File: src/rtl/command_issue_control_if.sv
`default_nettype none
// ============================================================================
// Module      : command_issue_control_pkg / command_issue_control_if
// Description : Shared types for the command issue stage, plus the PSL
//               command-bus interface.
//                 master modport : issue stage (drives cmd_*, receives
//                                  croom_in and credit_return_in)
//                 slave modport  : PSL side
// Ports (if)  : cmd_valid_out, cmd_command_out[12:0], cmd_address_out[63:0],
//               cmd_size_out[11:0], cmd_tag_out[7:0], cmd_parity_out[2:0],
//               croom_in[7:0], credit_return_in
// Revision    : 1.0 - initial release
// ============================================================================
package command_issue_control_pkg;

  typedef struct packed {
    logic [12:0] command;
    logic [63:0] address;
    logic [11:0] size;
    logic [7:0]  tag;
  } CommandBufferCmd;

  typedef struct packed {
    CommandBufferCmd cmd;
  } CommandBufferPayload;

  typedef struct packed {
    logic                valid;
    CommandBufferPayload payload;
  } CommandBufferLine;

  typedef struct packed {
    logic valid;
    logic empty;
    logic alfull;
    logic full;
  } BufferStatus;

endpackage

interface command_issue_control_if;
  logic        cmd_valid_out;
  logic [12:0] cmd_command_out;
  logic [63:0] cmd_address_out;
  logic [11:0] cmd_size_out;
  logic [7:0]  cmd_tag_out;
  logic [2:0]  cmd_parity_out;
  logic [7:0]  croom_in;
  logic        credit_return_in;

  modport master (
    output cmd_valid_out, cmd_command_out, cmd_address_out,
           cmd_size_out, cmd_tag_out, cmd_parity_out,
    input  croom_in, credit_return_in
  );

  modport slave (
    input  cmd_valid_out, cmd_command_out, cmd_address_out,
           cmd_size_out, cmd_tag_out, cmd_parity_out,
    output croom_in, credit_return_in
  );
endinterface
`default_nettype wire

File: src/rtl/command_issue_control.sv
`default_nettype none
// ============================================================================
// Module      : command_issue_control
// Description : Buffers CommandBufferLine entries in a FIFO, reports FIFO
//               status, and issues the buffered commands to the PSL under
//               credit control with sequential tag allocation.
// Ports       : clock                  - single rising-edge clock
//               rstn_in                - async active-low reset (registered
//                                        once, copy resets all state)
//               enabled_in             - AFU enable (registered before use)
//               command_in             - command push, taken when .valid
//               psl (master)           - PSL command bus, croom, credits
//               command_buffer_status  - {valid, empty, alfull, full}
//               tag_record_out         - issued entry with allocated tag
//               overflow_out           - sticky push-while-full flag
// Parameters  : DEPTH (power of two, 4..256), ALFULL_MARGIN
// Config      : CMD_PARITY_EN - when defined, cmd_parity_out carries odd
//               parity {tag, address, command}; otherwise tied to zero.
// Revision    : 1.0 - initial release
// ============================================================================
module command_issue_control
  import command_issue_control_pkg::*;
#(
  parameter int DEPTH         = 16,
  parameter int ALFULL_MARGIN = 4
) (
  input  wire logic                     clock,
  input  wire logic                     rstn_in,
  input  wire logic                     enabled_in,
  input  wire CommandBufferLine         command_in,
  command_issue_control_if.master       psl,
  output BufferStatus                   command_buffer_status,
  output CommandBufferLine              tag_record_out,
  output logic                          overflow_out
);

  localparam int PTR_W = $clog2(DEPTH);
  localparam int OCC_W = PTR_W + 1;
  localparam logic [OCC_W-1:0] OCC_FULL   = OCC_W'(DEPTH);
  localparam logic [OCC_W-1:0] OCC_ALFULL = OCC_W'(DEPTH - ALFULL_MARGIN);

  typedef enum logic [1:0] {
    ST_RESET = 2'd0,
    ST_IDLE  = 2'd1,
    ST_ARMED = 2'd2
  } state_e;

  // Registered copy of the external reset; it asserts asynchronously with
  // rstn_in and releases on a clock edge, and is the reset for all state.
  logic rstn_q;

  always_ff @(posedge clock or negedge rstn_in) begin
    if (!rstn_in) rstn_q <= 1'b0;
    else          rstn_q <= 1'b1;
  end

  state_e              state_q,        state_d;
  logic                enabled_q,      enabled_d;
  logic                enabled_prev_q, enabled_prev_d;
  logic [PTR_W-1:0]    wr_ptr_q,       wr_ptr_d;
  logic [PTR_W-1:0]    rd_ptr_q,       rd_ptr_d;
  logic [OCC_W-1:0]    occ_q,          occ_d;
  BufferStatus         status_q,       status_d;
  logic [7:0]          credits_q,      credits_d;
  logic [7:0]          croom_max_q,    croom_max_d;
  logic [7:0]          tag_q,          tag_d;
  CommandBufferLine    rec_q,          rec_d;
  logic                overflow_q,     overflow_d;

  CommandBufferPayload mem_q [DEPTH];
  CommandBufferPayload head;

  logic       enable_rise;
  logic       push_ok;
  logic       push_drop;
  logic       credit_avail;
  logic       issue;
  logic       load_credits;
  logic [8:0] credit_sum;

  always_comb begin
    head         = mem_q[rd_ptr_q];
    enable_rise  = enabled_q & ~enabled_prev_q;
    push_ok      = command_in.valid && (occ_q != OCC_FULL);
    push_drop    = command_in.valid && (occ_q == OCC_FULL);

    // A return arriving this cycle funds an issue this cycle, so a credit
    // stall costs no extra bubble. Nothing is ever returned against a
    // zero croom budget.
    credit_avail = (credits_q != 8'd0) ||
                   (credit_return_in_w() && (croom_max_q != 8'd0));
    issue        = (state_q == ST_ARMED) && enabled_q &&
                   (occ_q != '0) && credit_avail;

    // FSM
    state_d      = state_q;
    load_credits = 1'b0;
    case (state_q)
      ST_RESET: state_d = ST_IDLE;
      ST_IDLE: begin
        if (enable_rise) begin
          state_d      = ST_ARMED;
          load_credits = 1'b1;
        end
      end
      ST_ARMED: begin
        if (!enabled_q) state_d = ST_IDLE;
      end
      default: state_d = ST_IDLE;
    endcase

    enabled_d      = enabled_in;
    enabled_prev_d = enabled_q;

    // FIFO bookkeeping; a push while full is dropped even if a pop happens
    // in the same cycle.
    wr_ptr_d = wr_ptr_q + PTR_W'(push_ok);
    rd_ptr_d = rd_ptr_q + PTR_W'(issue);
    occ_d    = occ_q + OCC_W'(push_ok) - OCC_W'(issue);

    // Status is derived from next occupancy so it moves with the push edge.
    status_d.empty  = (occ_d == '0);
    status_d.valid  = (occ_d != '0);
    status_d.full   = (occ_d == OCC_FULL);
    status_d.alfull = (occ_d >= OCC_ALFULL);

    overflow_d = overflow_q | push_drop;

    // Credits: the net change is applied first, then clamped to the loaded
    // croom so an issue plus a return at the ceiling leaves it unchanged.
    credit_sum = {1'b0, credits_q} + {8'd0, credit_return_in_w()}
               - {8'd0, issue};
    if (load_credits) begin
      credits_d   = psl.croom_in;
      croom_max_d = psl.croom_in;
    end else begin
      croom_max_d = croom_max_q;
      if (credit_sum > {1'b0, croom_max_q}) credits_d = croom_max_q;
      else                                  credits_d = credit_sum[7:0];
    end

    tag_d = tag_q + 8'(issue);

    // Issued-command register; fields hold between issues, valid pulses.
    rec_d       = rec_q;
    rec_d.valid = issue;
    if (issue) begin
      rec_d.payload         = head;
      rec_d.payload.cmd.tag = tag_q;
    end
  end

  function automatic logic credit_return_in_w();
    return psl.credit_return_in;
  endfunction

  always_ff @(posedge clock or negedge rstn_q) begin
    if (!rstn_q) begin
      state_q        <= ST_RESET;
      enabled_q      <= 1'b0;
      enabled_prev_q <= 1'b0;
      wr_ptr_q       <= '0;
      rd_ptr_q       <= '0;
      occ_q          <= '0;
      status_q       <= '{valid: 1'b0, empty: 1'b1, alfull: 1'b0, full: 1'b0};
      credits_q      <= 8'd0;
      croom_max_q    <= 8'd0;
      tag_q          <= 8'd0;
      rec_q          <= '0;
      overflow_q     <= 1'b0;
    end else begin
      state_q        <= state_d;
      enabled_q      <= enabled_d;
      enabled_prev_q <= enabled_prev_d;
      wr_ptr_q       <= wr_ptr_d;
      rd_ptr_q       <= rd_ptr_d;
      occ_q          <= occ_d;
      status_q       <= status_d;
      credits_q      <= credits_d;
      croom_max_q    <= croom_max_d;
      tag_q          <= tag_d;
      rec_q          <= rec_d;
      overflow_q     <= overflow_d;
    end
  end

  // Storage needs no reset: reset empties the FIFO through the pointers.
  always_ff @(posedge clock) begin
    if (push_ok) mem_q[wr_ptr_q] <= command_in.payload;
  end

`ifdef CMD_PARITY_EN
  logic [2:0] parity_q, parity_d;

  // Odd parity: each bit makes its field plus the bit an odd count of ones.
  always_comb begin
    parity_d = parity_q;
    if (issue) begin
      parity_d = {~^tag_q, ~^head.cmd.address, ~^head.cmd.command};
    end
  end

  always_ff @(posedge clock or negedge rstn_q) begin
    if (!rstn_q) parity_q <= 3'b000;
    else         parity_q <= parity_d;
  end

  assign psl.cmd_parity_out = parity_q;
`else
  assign psl.cmd_parity_out = 3'b000;
`endif

  assign psl.cmd_valid_out      = rec_q.valid;
  assign psl.cmd_command_out    = rec_q.payload.cmd.command;
  assign psl.cmd_address_out    = rec_q.payload.cmd.address;
  assign psl.cmd_size_out       = rec_q.payload.cmd.size;
  assign psl.cmd_tag_out        = rec_q.payload.cmd.tag;
  assign tag_record_out         = rec_q;
  assign command_buffer_status  = status_q;
  assign overflow_out           = overflow_q;

endmodule
`default_nettype wire

File: src/flat_wrapper.sv
// flat-port wrapper written by rule: the top's interface ports become plain ports
module command_issue_control_flat import command_issue_control_pkg::*;
#(
  parameter int DEPTH         = 16,
  parameter int ALFULL_MARGIN = 4
)
  (clock, rstn_in, enabled_in, command_in, command_buffer_status, tag_record_out, overflow_out, psl_cmd_valid_out, psl_cmd_command_out, psl_cmd_address_out, psl_cmd_size_out, psl_cmd_tag_out, psl_cmd_parity_out, psl_croom_in, psl_credit_return_in);
  command_issue_control_if psl_i ();
  input  wire logic clock;
  input  wire logic rstn_in;
  input  wire logic enabled_in;
  input  wire CommandBufferLine command_in;
  output BufferStatus command_buffer_status;
  output CommandBufferLine tag_record_out;
  output logic overflow_out;
  output wire logic [$bits(psl_i.cmd_valid_out)-1:0] psl_cmd_valid_out;
  output wire logic [$bits(psl_i.cmd_command_out)-1:0] psl_cmd_command_out;
  output wire logic [$bits(psl_i.cmd_address_out)-1:0] psl_cmd_address_out;
  output wire logic [$bits(psl_i.cmd_size_out)-1:0] psl_cmd_size_out;
  output wire logic [$bits(psl_i.cmd_tag_out)-1:0] psl_cmd_tag_out;
  output wire logic [$bits(psl_i.cmd_parity_out)-1:0] psl_cmd_parity_out;
  input wire logic [$bits(psl_i.croom_in)-1:0] psl_croom_in;
  input wire logic [$bits(psl_i.credit_return_in)-1:0] psl_credit_return_in;
  assign psl_cmd_valid_out = psl_i.cmd_valid_out;
  assign psl_cmd_command_out = psl_i.cmd_command_out;
  assign psl_cmd_address_out = psl_i.cmd_address_out;
  assign psl_cmd_size_out = psl_i.cmd_size_out;
  assign psl_cmd_tag_out = psl_i.cmd_tag_out;
  assign psl_cmd_parity_out = psl_i.cmd_parity_out;
  assign psl_i.croom_in = psl_croom_in;
  assign psl_i.credit_return_in = psl_credit_return_in;
  command_issue_control #(.DEPTH(DEPTH), .ALFULL_MARGIN(ALFULL_MARGIN)) u_core (.clock(clock), .rstn_in(rstn_in), .enabled_in(enabled_in), .command_in(command_in), .psl(psl_i), .command_buffer_status(command_buffer_status), .tag_record_out(tag_record_out), .overflow_out(overflow_out));
endmodule
File: config.mk
export PLATFORM = sky130hd
export DESIGN_NAME = command_issue_control_flat
export DESIGN_NICKNAME = d
export VERILOG_FILES = /design/src/rtl/command_issue_control_if.sv /design/src/rtl/command_issue_control.sv /design/src/flat_wrapper.sv
export SDC_FILE = /design/constraint.sdc
export NUM_CORES = 1
export LEC_CHECK = 0
export CAP_MARGIN = 20
export CORE_MARGIN = 4
export CORE_UTILIZATION = 24
export CTS_CLUSTER_SIZE = 14
export DETAILED_ROUTE_END_ITERATION = 10
export GPL_ROUTABILITY_DRIVEN = 0
export PLACE_DENSITY = 0.38
export SLEW_MARGIN = 20
export SYNTH_ARGS = -nofsm -noshare
export SYNTH_HDL_FRONTEND = slang
export SYNTH_SLANG_ARGS = --single-unit
export TNS_END_PERCENT = 50
File: constraint.sdc
create_clock -name clock -period 12.9 [get_ports clock]
set_input_delay 1.29 -clock clock [delete_from_list [all_inputs] [get_ports clock]]
set_output_delay 1.29 -clock clock [all_outputs]
set_load 0.05 [all_outputs]
==> flow_summary.ini <==
[power_and_ir_drop]
clock_power_share = 0.302
p_per_area_nw_per_um2 = 230.2
p_sw_mw = 5.470
max-vdd-ir-drop_uv = 195.5
power.total_mw = 16.85
power_frac_seq = 0.391
combPwrFrac = 0.307
static-leakage-power_nw = 23.13
switching_share = 0.3247
internal_power_mw = 11.38

[floorplanning]
rows = 184
design.portCount = 314
coreArea_sq_um = 251200
die_x_microns = 510.3
starting_density_of_the_core = 0.2411
die-height_microns = 510.3
fp.dieArea_sq_um = 260400

[yosys]
ys_seq_elements = 1569
yosysWarningCount = 0
postSynthAreaPerCell_sq_um = 23.60
yosysSeqAreaShare = 0.7661
asyncSetResetFlopFracSynth = 0.09242
syn-instance-count = 2566
post_synth_instance_area_sq_um = 60550
synth_cell_type_count = 59
ys.flop_type = sky130_fd_sc_hd__edfxtp_1
yosysTopAreaCellShare = 0.7062
synth_enable_flop_cells = 1424
synth.most_common_cell = sky130_fd_sc_hd__edfxtp_1
post-synth-top-area-cell = sky130_fd_sc_hd__edfxtp_1
leading_cell_types_by_total_area_after_synthesis = sky130_fd_sc_hd__edfxtp_1 (71%), sky130_fd_sc_hd__mux4_2 (17%), sky130_fd_sc_hd__dfrtp_1 (6.0%)
synthTopCellsByCount = sky130_fd_sc_hd__edfxtp_1 (1424), sky130_fd_sc_hd__mux4_2 (445), sky130_fd_sc_hd__dfrtp_1 (144)

[sta]
timing.max_slew.rel_slack = 0.2844
setup_tns_ns = 0
timing_hold_violations_final = 0
worst_clock_skew_ns = 0.05982
maxClockFrequency_ghz = 0.1596
maxSlewViolCount = 0
worst_slew_pin_slew_ns = 1.073
finalSetupViolations = 0
unrepaired_setup_endpoints_after_global_routing = false
layout_min_cycle_time_ns = 6.267
min_period_over_period = 0.4858

[worst_setup_path]
startpoint_class_of_the_critical_path = flip-flop
critical_path_required_ns = 13.55
worstPathMaxFanout = 5
startpoint = u_core.occ_q[2]
worstReg2RegStart = u_core.occ_q[2]
worstPathArrival_ns = 6.91
setup.worst_path.end_class = flip-flop
timing.setup.critical_path_class = flip-flop to flip-flop

[grt]
initial_antenna_violation_count = 36
largest_net_degree_at_the_start_of_global_routing = 153
global_route.usage.total = 0.1270
grt_pass1_vias = 29860
grt_overflow = 0
grt_pass1_wl_microns = 233700

[drt]
routed_wire_length_per_instance_microns = 26.04
drtAntennaViolNets = 0
first_iter_violations = 2023
vias = 27790
vias_per_cell = 4.340
remaining_drc_errors = 0
first_pass_iters = 4
wl_microns = 166700

[job]
cap_violations = 0

[finish]
layout-drive-gt1-share = 0.2936
synthToLayoutAreaGrowth_pct = 20.83
num-nets-final = 3042

[cts]
post_cts.resized_instances = 0
cts_setup_buffers = 0
cts-htree-levels = 4
cts_tree = yes
clkSlewWorstSetupHoldPaths_ns = 0.06
sinks_on_the_clock_net = 1569
numCtsBuffers = 178
ctsHoldBuffers = 0
clock_latency_of_the_later_clocked_register_in_the_worst_skew_pair_ns = 0.83
clock-root-buffer = sky130_fd_sc_hd__clkbuf_16
max-clock-path-buffers = 3

[placement]
dpl.hpwl_microns = 86930
place.port_buffers = 302

[worst_hold_path]
timing.hold.worst.class = flip-flop to asynchronous set/reset pin

[outcome]
run_status = finished, final reports clean
==> layout by cell type (no fill, tap or decap), types with 6 or more instances in the layout <==
cell type | Yosys | routed
sky130_fd_sc_hd__o311ai_0 | 7 | 7
sky130_fd_sc_hd__clkinv_1 | 0 | 30
sky130_fd_sc_hd__o21ai_0 | 10 | 10
sky130_fd_sc_hd__nor2_4 | 0 | 12
sky130_fd_sc_hd__bufinv_16 | 0 | 17
sky130_fd_sc_hd__mux4_2 | 445 | 445
sky130_fd_sc_hd__nor2b_1 | 7 | 7
sky130_fd_sc_hd__buf_12 | 0 | 9
sky130_fd_sc_hd__diode_2 | 0 | 7
sky130_fd_sc_hd__dfrtp_1 | 144 | 139
sky130_fd_sc_hd__clkbuf_8 | 0 | 12
sky130_fd_sc_hd__o211ai_1 | 7 | 7
sky130_fd_sc_hd__xor2_1 | 7 | 7
sky130_fd_sc_hd__mux2_2 | 95 | 95
sky130_fd_sc_hd__nand2_1 | 18 | 18
sky130_fd_sc_hd__clkbuf_1 | 51 | 42
sky130_fd_sc_hd__a21oi_1 | 6 | 6
sky130_fd_sc_hd__ha_1 | 32 | 32
sky130_fd_sc_hd__edfxtp_1 | 1424 | 1424
sky130_fd_sc_hd__nand3_1 | 8 | 8
sky130_fd_sc_hd__clkinv_2 | 0 | 29
sky130_fd_sc_hd__clkbuf_16 | 0 | 179
sky130_fd_sc_hd__buf_4 | 133 | 49
sky130_fd_sc_hd__xnor2_1 | 9 | 9
sky130_fd_sc_hd__inv_1 | 34 | 34
sky130_fd_sc_hd__nor2_1 | 20 | 8
sky130_fd_sc_hd__clkdlybuf4s50_1 | 0 | 302
==> metrics by stage <==
stage / area, sq um / hold WS (ns) / util / setup slack [ns] / std cells
after floorplan: 60560 / 0.4056 / - / 4.139 / 2568
after global placement: 67060 / 0.2143 / 0.2670 / 5.993 / 6060
after detailed placement: 67170 / 0.2130 / 0.2674 / 6.133 / 6064
after CTS: 73100 / 0.2130 / 0.2910 / 6.758 / 6394
after global routing: 73150 / 0.2234 / 0.2912 / 6.237 / 6397
final: 73170 / 0.1944 / 0.2913 / 6.633 / 6403
==> worst max-delay path, stage by stage, from the launching register on <==
cell,delay [ns]
sky130_fd_sc_hd__dfrtp_1,0.39
sky130_fd_sc_hd__inv_1,0.09
sky130_fd_sc_hd__ha_1,0.18
sky130_fd_sc_hd__or4b_2,0.61
sky130_fd_sc_hd__nand3_1,0.13
sky130_fd_sc_hd__a31o_4,0.10
sky130_fd_sc_hd__inv_1,0.15
sky130_fd_sc_hd__ha_1,0.33
sky130_fd_sc_hd__inv_1,0.04
sky130_fd_sc_hd__ha_1,0.23
sky130_fd_sc_hd__fa_1,0.46
sky130_fd_sc_hd__a211oi_1,0.39
sky130_fd_sc_hd__nor3_1,0.17
sky130_fd_sc_hd__o311ai_0,0.69
sky130_fd_sc_hd__ha_1,0.41
sky130_fd_sc_hd__a2111oi_0,0.38
sky130_fd_sc_hd__o21ai_0,0.19
sky130_fd_sc_hd__o221ai_1,0.41
sky130_fd_sc_hd__nand3_1,0.29
sky130_fd_sc_hd__o311ai_0,0.44
==> worst paths after layout <==
check,end,slack [ns],cells after the start
worst max-delay path,u_core.credits_q[0],6.63,19
worst min-delay path,u_core.psl.cmd_address_out[11],0.19,0
worst max register to register,u_core.credits_q[0],6.63,19
worst min register to register,u_core.psl.cmd_address_out[11],0.19,0
max in group asynchronous,u_core.tag_q[6],10.64,2
min in group clock,u_core.enabled_prev_q,0.44,0
==> state kept, by name, indices dropped and copies added, names as in the netlist, 8 cells and up <==
register                    flops
u_core.psl.cmd_command_out     13
u_core.croom_max_q              8
u_core.psl.cmd_address_out     64
u_core.psl.cmd_tag_out          8
u_core.mem_q                 1424
u_core.psl.cmd_size_out        12
u_core.tag_q                    8
u_core.credits_q                8
==> per-layer routing <==
metal	vias up	global-route usage	routed length [microns]
li1	11450	-	-
met1	15320	0.1716	74530
met2	748	0.2075	80260
met3	258	0.02791	8047
met4	16	0.03294	3749
met5	-	0	124
==> area by class of cell <==
type | instances | area [sq um]
antenna | 7 | 17.52
clock buffer | 233 | 4802
clock inverter | 97 | 1126
fill | 24280 | 178000
inverter | 34 | 127.6
multi-input combinational | 749 | 12780
sequential | 1569 | 46410
tap | 3348 | 4189
timing repair buffer | 366 | 3720
==> power by group through the flow <==
stage | logic, mW | registers [mW] | clock network, mW
global placement | 5.27 | 6.67 | 0
global route | 5.52 | 6.66 | 5.50
finish | 5.18 | 6.58 | 5.08
detailed placement | 5.28 | 6.71 | 0
floorplan | 3.39 | 6.99 | 0
CTS | 5.30 | 6.61 | 5.28
==> cells by family after synthesis <==
| group | synth area share |
|---|---|
| mux | 0.1837 |
| xor+xnor | 0.002314 |
| fa+ha+maj | 0.007273 |
| simple gates | 0.007811 |
| other cells | 0.0001240 |
| flops | 0.7661 |
| buf+inv | 0.02498 |
| compound gates | 0.007666 |
Power figures use the tool's default switching activity.
